**src/rtl/bitwise_unit_arbiter.sv**
```systemverilog
`default_nettype none
// ============================================================================
// bitwise_unit_arbiter : round-robin share of one 64-bit AND/OR/XOR/XNOR unit
// Revision 1.0
// ============================================================================
module bitwise_unit_arbiter #(
  parameter int N_REQ         = 2,
  parameter int SETTLE_CYCLES = 1,
  localparam int ID_W         = $clog2(N_REQ)
) (
  input  logic                  clk,
  input  logic                  reset_n,
  input  logic [N_REQ-1:0]      req_valid,
  output logic [N_REQ-1:0]      req_ready,
  input  logic [2*N_REQ-1:0]    req_op,
  input  logic [64*N_REQ-1:0]   req_a,
  input  logic [64*N_REQ-1:0]   req_b,
  output logic                  resp_valid,
  input  logic                  resp_ready,
  output logic [ID_W-1:0]       resp_id,
  output logic [63:0]           resp_data,
  output logic                  busy
);

  localparam int CNT_W = (SETTLE_CYCLES > 1) ? $clog2(SETTLE_CYCLES) : 1;

  typedef enum logic [1:0] {
    IDLE = 2'd0,
    EXEC = 2'd1,
    RESP = 2'd2
  } state_t;

  state_t             state_q, state_d;
  logic [ID_W-1:0]    rr_ptr_q, rr_ptr_d;
  logic [63:0]        a_q, a_d;
  logic [63:0]        b_q, b_d;
  logic [1:0]         op_q, op_d;
  logic [ID_W-1:0]    id_q, id_d;
  logic [CNT_W-1:0]   cnt_q, cnt_d;
  logic               resp_valid_q, resp_valid_d;
  logic [63:0]        resp_data_q, resp_data_d;

  logic               grant_found;
  logic [ID_W-1:0]    grant_idx;
  logic [ID_W-1:0]    grant_next;
  logic [63:0]        and_w, or_w, xor_w, xnor_w;
  logic [63:0]        result_w;

  // Walk downward so the requester closest to rr_ptr wins.
  always_comb begin
    logic [ID_W:0] idx_wide;
    grant_found = 1'b0;
    grant_idx   = '0;
    idx_wide    = '0;
    for (int k = N_REQ - 1; k >= 0; k--) begin
      idx_wide = {1'b0, rr_ptr_q} + (ID_W+1)'(k);
      if (idx_wide >= (ID_W+1)'(N_REQ)) begin
        idx_wide = idx_wide - (ID_W+1)'(N_REQ);
      end
      if (req_valid[idx_wide[ID_W-1:0]]) begin
        grant_found = 1'b1;
        grant_idx   = idx_wide[ID_W-1:0];
      end
    end
  end

  always_comb begin
    logic [ID_W:0] nxt_wide;
    nxt_wide = {1'b0, grant_idx} + (ID_W+1)'(1);
    if (nxt_wide == (ID_W+1)'(N_REQ)) begin
      nxt_wide = '0;
    end
    grant_next = nxt_wide[ID_W-1:0];
  end

  generate
    for (genvar i = 0; i < 64; i++) begin : g_bit
      assign and_w[i]  = a_q[i] & b_q[i];
      assign or_w[i]   = a_q[i] | b_q[i];
      assign xor_w[i]  = a_q[i] ^ b_q[i];
      assign xnor_w[i] = ~(a_q[i] ^ b_q[i]);
    end
  endgenerate

  always_comb begin
    case (op_q)
      2'b00:   result_w = and_w;
      2'b01:   result_w = or_w;
      2'b10:   result_w = xor_w;
      default: result_w = xnor_w;
    endcase
  end

  always_comb begin
    state_d      = state_q;
    rr_ptr_d     = rr_ptr_q;
    a_d          = a_q;
    b_d          = b_q;
    op_d         = op_q;
    id_d         = id_q;
    cnt_d        = cnt_q;
    resp_valid_d = resp_valid_q;
    resp_data_d  = resp_data_q;
    req_ready    = '0;

    case (state_q)
      IDLE: begin
        if (grant_found) begin
          req_ready[grant_idx] = 1'b1;
          a_d      = req_a[64*grant_idx +: 64];
          b_d      = req_b[64*grant_idx +: 64];
          op_d     = req_op[2*grant_idx +: 2];
          id_d     = grant_idx;
          rr_ptr_d = grant_next;
          cnt_d    = CNT_W'(SETTLE_CYCLES - 1);
          state_d  = EXEC;
        end
      end
      EXEC: begin
        if (cnt_q == '0) begin
          resp_data_d  = result_w;
          resp_valid_d = 1'b1;
          state_d      = RESP;
        end else begin
          cnt_d = cnt_q - CNT_W'(1);
        end
      end
      RESP: begin
        if (resp_ready) begin
          resp_valid_d = 1'b0;
          state_d      = IDLE;
        end
      end
      default: begin
        state_d = IDLE;
      end
    endcase
  end

  always_ff @(posedge clk or negedge reset_n) begin
    if (!reset_n) begin
      state_q      <= IDLE;
      rr_ptr_q     <= '0;
      a_q          <= '0;
      b_q          <= '0;
      op_q         <= '0;
      id_q         <= '0;
      cnt_q        <= '0;
      resp_valid_q <= 1'b0;
      resp_data_q  <= '0;
    end else begin
      state_q      <= state_d;
      rr_ptr_q     <= rr_ptr_d;
      a_q          <= a_d;
      b_q          <= b_d;
      op_q         <= op_d;
      id_q         <= id_d;
      cnt_q        <= cnt_d;
      resp_valid_q <= resp_valid_d;
      resp_data_q  <= resp_data_d;
    end
  end

  assign resp_valid = resp_valid_q;
  assign resp_data  = resp_data_q;
  assign resp_id    = id_q;
  assign busy       = (state_q != IDLE);

endmodule
`default_nettype wire
```
**config.mk**
```make
export PLATFORM = sky130hd
export DESIGN_NAME = bitwise_unit_arbiter
export DESIGN_NICKNAME = d
export VERILOG_FILES = /design/src/rtl/bitwise_unit_arbiter.sv
export SDC_FILE = /design/constraint.sdc
export NUM_CORES = 1
export LEC_CHECK = 0
export ABC_CLOCK_PERIOD_IN_PS = 1910
export CAP_MARGIN = 10
export CORE_MARGIN = 5
export CORE_UTILIZATION = 49
export CTS_CLUSTER_DIAMETER = 60
export DETAILED_ROUTE_END_ITERATION = 10
export GPL_ROUTABILITY_DRIVEN = 0
export PLACE_DENSITY = 0.82
export SLEW_MARGIN = 20
export SYNTH_ARGS = -nofsm -noshare
export SYNTH_HDL_FRONTEND = slang
export SYNTH_SLANG_ARGS = --single-unit
```
**constraint.sdc**
```tcl
create_clock -name clk -period 1.91 [get_ports clk]
set_clock_uncertainty 0.1 [all_clocks]
set_input_delay 0.382 -clock clk [delete_from_list [all_inputs] [get_ports clk]]
set_output_delay 0.382 -clock clk [all_outputs]
set_load 0.05 [all_outputs]
```
# Word-level counts from Yosys, hierarchy flattened
# Cells that the tools add are included.
# classes
add_sub_neg	5
order_cmp	6
n_eq_ne	8
n_shift	3
mux	26
bitwise	257
n_reduce_logical	11
# ops
op	n
indexed part select 128 x 8 -> 64 bit	2
one-hot mux 64 bit (3 select lines)	1
inverter 1 bit	65
AND 1 bit	64
OR 1 bit	64
XOR 1 bit	64
2-to-1 mux 1 bit	16
2-to-1 mux 2 bit	5
== test 2 bit, second input constant	3
less-than comparator 1 x 2 -> 1 bit, second input constant	3
inequality test 2 bit, second input constant	3
one-hot mux 2 bit (3 select lines)	1
AND reduction 2 bit	3
AND reduction 3 bit	2
nonzero test 2 bit	3
adder 1 x 1 -> 2 bit, second input constant	2
== test 2 x 1 -> 1 bit, second input constant	2
zero test 2 bit	2
one-hot mux 1 bit (2 select lines)	2
indexed part select 4 x 3 -> 2 bit	1
subtractor 1 bit, second input constant	3
>= comparator 1 x 2 -> 1 bit, second input constant	1
>= comparator 2 bit, second input constant	1
demux 1 bit (select 1 bit)	1
2 further kinds	2
# word_totals
reg_bits	200
in_bits	265

# Depth between registers and ports, before layout
# Gate-level depths: netlist (run 1).
# depth
depth_word	13
ltp_mapped	7
mapped_depth_nobuf	5

# Worst setup path before layout (run 1)
# No wires, ideal clock.
# synth_path
path_kind	reg2out
startpoint	register state_q[1]
endpoint	output port req_ready[1]
arrival_time_ns	1.399
required_ns	1.428
setup_slack_ns	0.029
path_stages_with_launch	6
path_buffers	2
path_cell_list	dfrtp_1 -> nor2_4 -> inv_2 -> nor3_1 -> buf_2 -> buf_2
# synth_between
elab_chain_len	2
# synth_lines
item	line_no	source
from (decl)	33	state_t state_q, state_d;
from (signal assigned)	152	state_q <= state_d;
zero test 2 bit	106	case (state_q)
2-to-1 mux 2 bit	106	
to (decl)	14	output logic [N_REQ-1:0] req_ready,
# No other way between the ends.

# Worst setup path in the final report (run 1)
# layout_path
startpoint	register rr_ptr_q
endpoint	output port req_ready[1]
# layout_between
elab_chain_len	13
word_cells_on_any_way	22
cone_classes	add/sub (3); order compare (4); mux (14); reduce/logical (1)
# layout_lines
item	line_no	source
from (decl)	34	logic [ID_W-1:0] rr_ptr_q, rr_ptr_d;
from (signal assigned)	153	rr_ptr_q <= rr_ptr_d;
adder 1 x 1 -> 2 bit	56	idx_wide = {1'b0, rr_ptr_q} + (ID_W+1)'(k);
>= comparator 2 bit / subtractor 1 bit (equally long branches)	57, 58	
2-to-1 mux 1 bit	57	if (idx_wide >= (ID_W+1)'(N_REQ)) begin
2-to-1 mux 1 bit (implied by the code) (2 in a row)	60	if (req_valid[idx_wide[ID_W-1:0]]) begin
2-to-1 mux 1 bit (2 in a row)	60	
less-than comparator 1 x 2 -> 1 bit (implied by the code) / >= comparator 1 bit (equally long branches)	109	req_ready[grant_idx] = 1'b1;
logical AND 1 bit (implied by the code)	109	
2-to-1 mux 1 bit (implied by the code)	109	
demux 1 bit (select 1 bit)	109	
2-to-1 mux 2 bit *	108	if (grant_found) begin
2-to-1 mux 2 bit *	106	
# Every way passes the cells marked *; elsewhere a longest branch is shown, timed or not. The select of a mux whose other input is x is not followed.

==> impl_metrics.toml, run 1 <==
[synthesis]
post_synth.cell_area_avg_um2 = 9.641
seq_area_frac_synth = 0.4196
synth_warnings = 0
ys_ff_latch = 199
synthArstFlopShare = 1.000
netlist_area_um2 = 11870
yosysTopAreaCellShare = 0.4196
yosysTopAreaCell = "dfrtp_1"
ys_top_cells_by_area = "dfrtp_1 (42%), ha_1 (13%), a221o_1 (8.3%)"
ys.flop_type = "dfrtp_1"
synthCells = 1231
synth_fp_nets = 1624
synth_commonest_cells = "dfrtp_1 (199), inv_1 (131), nand2_1 (131)"
synth.most_common_cell = "dfrtp_1"
synth.distinct_cells = 27
synth_edf_count = 0

[placement]
dp.cells = 1824
io_buffers = 333
hpwlAfterDp_mm = 25.73

[sta]
hold_viol_final = 0
worstMarginPinSlew_ps = 605.3
setup_viol = 2
relSlewSlack = 0.5965
fin_ws_ps = -128.9
finalCriticalPeriod_ps = 2039
hold_ws_ps = 319.5
period_share = 1.067
rsz0062_at_grt = "yes"
max_freq_mhz = 490.5
maxSlewViolCount = 0

[critical_path]
crit_type = "flip-flop to output port"
crit-reg2reg-launch = "state_q[0]$_DFFE_PN0P_"
cp_max_fo = 3
arrival_ps = 1560
cp-start-kind = "flip-flop"
endpoint_kind = "output port"
crit_path_start = "rr_ptr_q$_DFFE_PN0P_"
cp.required_ps = 1430

[global_route]
grt_max_degree = 107
overflow = 0
antenna_found_initial = 1
grt_pass1_wl_mm = 59.22
grt_pass1_vias = 11161
grt_usage = 0.2613

[routing]
drt-total-wl_mm = 37.53
viasPerCell = 5.832
dr_wl_met3_mm = 3.028
drt-met1-wl_mm = 15.07
dr.max_layer_used = "met4"
wl_met2_mm = 18.47
drtIter0Drc = 1079
wire_per_inst_um = 20.12
drc = 0
num_vias = 10876
firstDrtPassIters = 5
detail-route-antenna-nets = 0

[run]
maxCapViolations = 0

[power]
irDropWorstVdd_v = 0.001119
power.internal_mw = 15.52
clkPwrFrac = 0.133
p_leak_nw = 7.430
p_per_area_nw_per_um2 = 1771
power.switching_mw = 13.20
power.share.combinational = 0.592
swShare = 0.4597
p_seq_frac = 0.276

[clock_tree]
clk-insertion-delay-late_ps = 430
cts_tree = "built"
clock-sinks = 199
clk_path_buf_depth = 2
clk_pin_slew_ps = 90
htree_levels = 4
root_buffer = "clkbuf_16"
numCtsBuffers = 17

[die]
core_um2 = 24110
initial_utilization = 0.4923
io_pins = 334
fp.dieH_um = 165.6
die_w_um = 165.6
std_cell_rows = 57
die-area_um2 = 27430

[run_status]
violations = "setup timing"
status = "finished with violations"

[hold_path]
hold_path_class = "input pin to asynchronous set/reset pin"

[finish]
syn2layout_area_growth_pct = 36.65
drive_above_1_share = 0.1071
finalNetCount = 1920
stdcell_count = 1865
final.fill_count = 1939
cell type report:
| type | instances | area, um2 | share of cell area |
|---|---|---|---|
| Clock buffer | 17 | 425.4 | 0.02623 |
| Multi-Input combinational cell | 791 | 5817 | 0.3587 |
| Timing Repair Buffer | 386 | 3891 | 0.2400 |
| Antenna cell | 1 | 2.502 | 0.0001543 |
| Tap cell | 324 | 405.4 | 0.02500 |
| Sequential cell | 199 | 4986 | 0.3075 |
| Inverter | 132 | 495.5 | 0.03055 |
| Clock inverter | 15 | 193.9 | 0.01196 |
sequential cells by signal, indices dropped and copies added (netlist names):
signal / cells
a_q: 64
resp_data: 64
op_q: 2
state_q: 2
resp_valid: 1
resp_id: 1
rr_ptr_q: 1
b_q: 64
critical path, stage by stage (launching register included):
cell,delay (ps)
dfrtp_1,380
and2b_1,230
nor3_4,250
buf_12,150
buf_12,130
worst paths after layout:
kind,to,slack [ps],cells past startpoint
setup reg to reg,b_q[26]$_DFFE_PN0P_,100,8
min in group clk,resp_data[52]$_DFFE_PN0P_,400,2
hold / removal,resp_data[37]$_DFFE_PN0P_,320,2
setup / recovery,req_ready[1],-130,4
hold reg to reg,resp_data[52]$_DFFE_PN0P_,400,2
max in group asynchronous,state_q[0]$_DFFE_PN0P_,710,3
power groups by stage:
stage / logic [mW] / clock network (mW) / registers, mW
after detailed placement: 16.6 / 0 / 7.93
after global placement: 15.8 / 0 / 7.90
final: 17.0 / 3.81 / 7.92
after floorplan: 9.79 / 0 / 9.75
after CTS: 16.8 / 3.86 / 7.90
after global routing: 18.6 / 4.01 / 8.19
stage by stage:
stage / setup slack (ps) / utilization / total power, mW / cell area (um2) / TNS [ps]
4_1_cts: -169.4 / 0.6702 / 28.57 / 16160 / -256.4
2_1_floorplan: 28.80 / - / 19.54 / 11870 / 0
3_5_place_dp: -281.0 / 0.6419 / 24.54 / 15470 / -22500
3_3_place_gp: -304.1 / 0.6419 / 23.71 / 15470 / -23650
6_report: -128.9 / 0.6727 / 28.72 / 16220 / -188.0
5_1_grt: -217.0 / 0.6727 / 30.81 / 16220 / -339.4
kinds of logic (layout without fill, tap and decap cells):
kind of cell	after synthesis	in the layout	synth area share
AOI/OAI and AO/OA	425	425	0.2448
buffers and inverters	241	550	0.09246
DFF	199	199	0.4196
and+or+nand+nor	174	174	0.06094
adders and majority gates	128	128	0.1350
xor gates and xnor gates	64	64	0.04723
other	0	1	0
per-layer routing:
metal | vias up | GRT usage
li1 | 4976 | -
met1 | 5331 | 0.3440
met2 | 511 | 0.4409
met3 | 58 | 0.04957
met4 | 0 | 0.07819
met5 | - | 0
timing repair:
item	CTS	global route
gates resized for setup	7	2
pin swaps	3	1
endpoints found under the setup margin	2	85
hold endpoints to repair	27	0
cloned	0	2
setup buffers	6	1
hold buffers	1	0
cells in the final DEF (no fill, tap or decap), types with 2 or more instances in the layout:
cell type / instances
a221o_1: 98
dlygate4sd2_1: 2
bufinv_16: 2
buf_12: 21
inv_1: 131
o21ai_0: 95
o21ai_1: 3
a21o_1: 2
xnor2_1: 64
o221ai_1: 64
dfrtp_2: 2
nand2b_2: 2
nand2b_1: 2
clkbuf_16: 19
clkinv_4: 3
nand3_1: 32
clkinv_8: 3
a21oi_1: 130
buf_6: 3
ha_1: 128
dfrtp_1: 196
clkdlybuf4s50_1: 261
a31oi_1: 32
buf_4: 94
nand2_1: 130
inv_6: 4
No activity file was read; power rests on OpenSTA's default activity.
==> run 2: changes to the inputs <==
--- a/config.mk
+++ b/config.mk
@@ -5,14 +5,15 @@
 export SDC_FILE = /design/constraint.sdc
 export NUM_CORES = 1
 export LEC_CHECK = 0
+export ABC_AREA = 1
 export ABC_CLOCK_PERIOD_IN_PS = 1910
 export CAP_MARGIN = 10
 export CORE_MARGIN = 5
-export CORE_UTILIZATION = 49
+export CORE_UTILIZATION = 50
 export CTS_CLUSTER_DIAMETER = 60
 export DETAILED_ROUTE_END_ITERATION = 10
 export GPL_ROUTABILITY_DRIVEN = 0
-export PLACE_DENSITY = 0.82
+export PLACE_DENSITY = 0.81
 export SLEW_MARGIN = 20
 export SYNTH_ARGS = -nofsm -noshare
 export SYNTH_HDL_FRONTEND = slang
==> run 2 against run 1 <==
The run still ends with setup timing left. Power increased by 0.99%. Critical path depth is the same. Sequential power increased by 1%. Critical endpoint unchanged. Largest power group unchanged.
==> impl_metrics.toml, run 2 <==
[die]
initial_utilization = 0.5050
core_um2 = 26800
die_w_um = 174.5
std_cell_rows = 60
fp.dieH_um = 174.5
die-area_um2 = 30460
io_pins = 334

[sta]
hold_viol_final = 0
setup_viol = 2
relSlewSlack = 0.6658
period_share = 1.022
worstMarginPinSlew_ps = 501.4
finalSetupTns_ps = -57.44
max_freq_mhz = 512.2
fin_ws_ps = -42.20
rsz0062_at_grt = "yes"
maxSlewViolCount = 0
finalCriticalPeriod_ps = 1952

[global_route]
grt_pass1_wl_mm = 67.99
grt_max_degree = 116
overflow = 0
antenna_found_initial = 3
grt_usage = 0.2695
grt_pass1_vias = 13845

[hold_path]
hold_path_class = "input pin to asynchronous set/reset pin"

[clock_tree]
clk-insertion-delay-late_ps = 440
clk_path_buf_depth = 2
htree_levels = 4
numCtsBuffers = 17
root_buffer = "clkbuf_16"
clk_pin_slew_ps = 80
clock-sinks = 199
cts_tree = "built"

[synthesis]
synth.distinct_cells = 17
yosysTopAreaCell = "dfrtp_1"
synth_fp_nets = 2328
synth.most_common_cell = "nand2_1"
ys_ff_latch = 199
synthArstFlopShare = 1.000
yosysTopAreaCellShare = 0.3679
ys_top_cells_by_area = "dfrtp_1 (37%), nand3_1 (20%), nand2_1 (16%)"
synth_edf_count = 0
ys.flop_type = "dfrtp_1"
seq_area_frac_synth = 0.3679
netlist_area_um2 = 13530
synth_commonest_cells = "nand2_1 (575), nand3_1 (551), inv_1 (283)"
synth_warnings = 0
synthCells = 1935
post_synth.cell_area_avg_um2 = 6.994

[routing]
drtIter0Drc = 1156
viasPerCell = 5.354
drc = 0
firstDrtPassIters = 5
wire_per_inst_um = 16.01
drt-total-wl_mm = 41.09
num_vias = 13743
detail-route-antenna-nets = 0

[run]
maxCapViolations = 0

[power]
p_per_area_nw_per_um2 = 1629
irDropWorstVdd_v = 0.001441
p_leak_nw = 9.496

[critical_path]
path_cells = "nor2_4 > inv_4 > nor2_4 > buf_12"
cp-start-kind = "flip-flop"
cp.required_ps = 1430
crit_type = "flip-flop to output port"
max_stage_delay_ps = 430
cp_max_fo = 5
slowest_stage = "dfrtp_2"
arrival_ps = 1470
endpoint_kind = "output port"
crit-reg2reg-launch = "state_q[1]$_DFFE_PN0P_"
crit_path_start = "state_q[1]$_DFFE_PN0P_"
critPathMostFrequentCell = "nor2_4"

[finish]
drive_above_1_share = 0.07827
final_cell_mix = "nand2_1 (573), nand3_1 (551), inv_1 (281)"
finalNetCount = 2605
finish.utilization = 0.6644
final.fill_count = 2177
syn2layout_area_growth_pct = 31.56
final_common_cell = "nand2_1"

[run_status]
status = "finished with violations"
violations = "setup timing"

[placement]
io_buffers = 333
hpwlAfterDp_mm = 29.03
==> run 2: per-stage QoR <==
| step | hold slack (ps) | cells | worst slack (ps) | power, mW | instance area [um2] |
|---|---|---|---|---|---|
| after global routing | 359.4 | 2567 | -97.19 | 31.68 | 17810 |
| after detailed placement | 244.1 | 2528 | -77.61 | 25.25 | 17170 |
| after CTS | 342.9 | 2563 | -58.18 | 29.07 | 17790 |
| after global placement | 248.3 | 2528 | -25.20 | 24.35 | 17170 |
| final | 326.8 | 2567 | -42.20 | 29.01 | 17810 |
| after floorplan | -13.59 | 1935 | 14.69 | 19.80 | 13540 |
==> run 2: cells by family (layout without fill, tap and decap cells) <==
kind of cell | count (synthesis) | in the layout | share of synthesized area
and+or+nand+nor | 1132 | 1132 | 0.3666
buffers and inverters | 433 | 721 | 0.1293
DFF | 199 | 199 | 0.3679
adders and majority gates | 128 | 128 | 0.1183
AOI/OAI and AO/OA | 43 | 43 | 0.01784
other | 0 | 3 | 0
==> run 2: area by class of cell <==
class / count / area (um2) / area share
sequential: 199 / 4989 / 0.2802
timing repair buffer: 389 / 3850 / 0.2162
clock inverter: 12 / 136.4 / 0.007659
tap: 341 / 426.7 / 0.02396
inverter: 302 / 1136 / 0.06380
antenna: 3 / 7.507 / 0.0004216
multi-input combinational: 1303 / 6832 / 0.3837
clock buffer: 18 / 429.2 / 0.02410
==> run 2: worst paths after layout <==
kind	cells after the start	end	slack (ps)
worst max-delay path	4	req_ready[1]	-40
worst min-delay path	2	resp_data[44]$_DFFE_PN0P_	330
worst max register to register	6	b_q[47]$_DFFE_PN0P_	120
worst min register to register	2	resp_data[40]$_DFFE_PN0P_	380
max in group asynchronous	3	b_q[40]$_DFFE_PN0P_	670
min in group clk	2	resp_data[40]$_DFFE_PN0P_	380
==> run 2: metal layers <==
| metal | vias to the layer above | track usage | routed length (um) | share of wire |
|---|---|---|---|---|
| met5 | - | 0 | 0 | 0 |
| li1 | 6627 | - | - | - |
| met1 | 6504 | 0.3463 | 17300 | 0.42 |
| met4 | 0 | 0.1018 | 1200 | 0.029 |
| met3 | 84 | 0.04785 | 2777 | 0.068 |
| met2 | 528 | 0.4553 | 19820 | 0.48 |
==> run 2: timing repair <==
action	in CTS	in global routing
hold buffers	1	0
setup endpoints to repair	3	3
setup buffers	4	1
endpoints found under the hold margin	37	0
pin swaps	2	1
resized for setup	5	1
==> run 2: worst max-delay path: cells and delay by family, from the launching register on <==
family        cells  cell delay, ps
buf+inv           2             230
flops             1             430
simple gates      2             370
==> run 2: where the power goes <==
part,internal [mW],leakage [nW],switching [mW],total (mW)
Sequential,6.27,2.47,1.73,8.00
Combinational,6.17,6.75,11.2,17.4
Clock,1.84,0.279,1.76,3.61
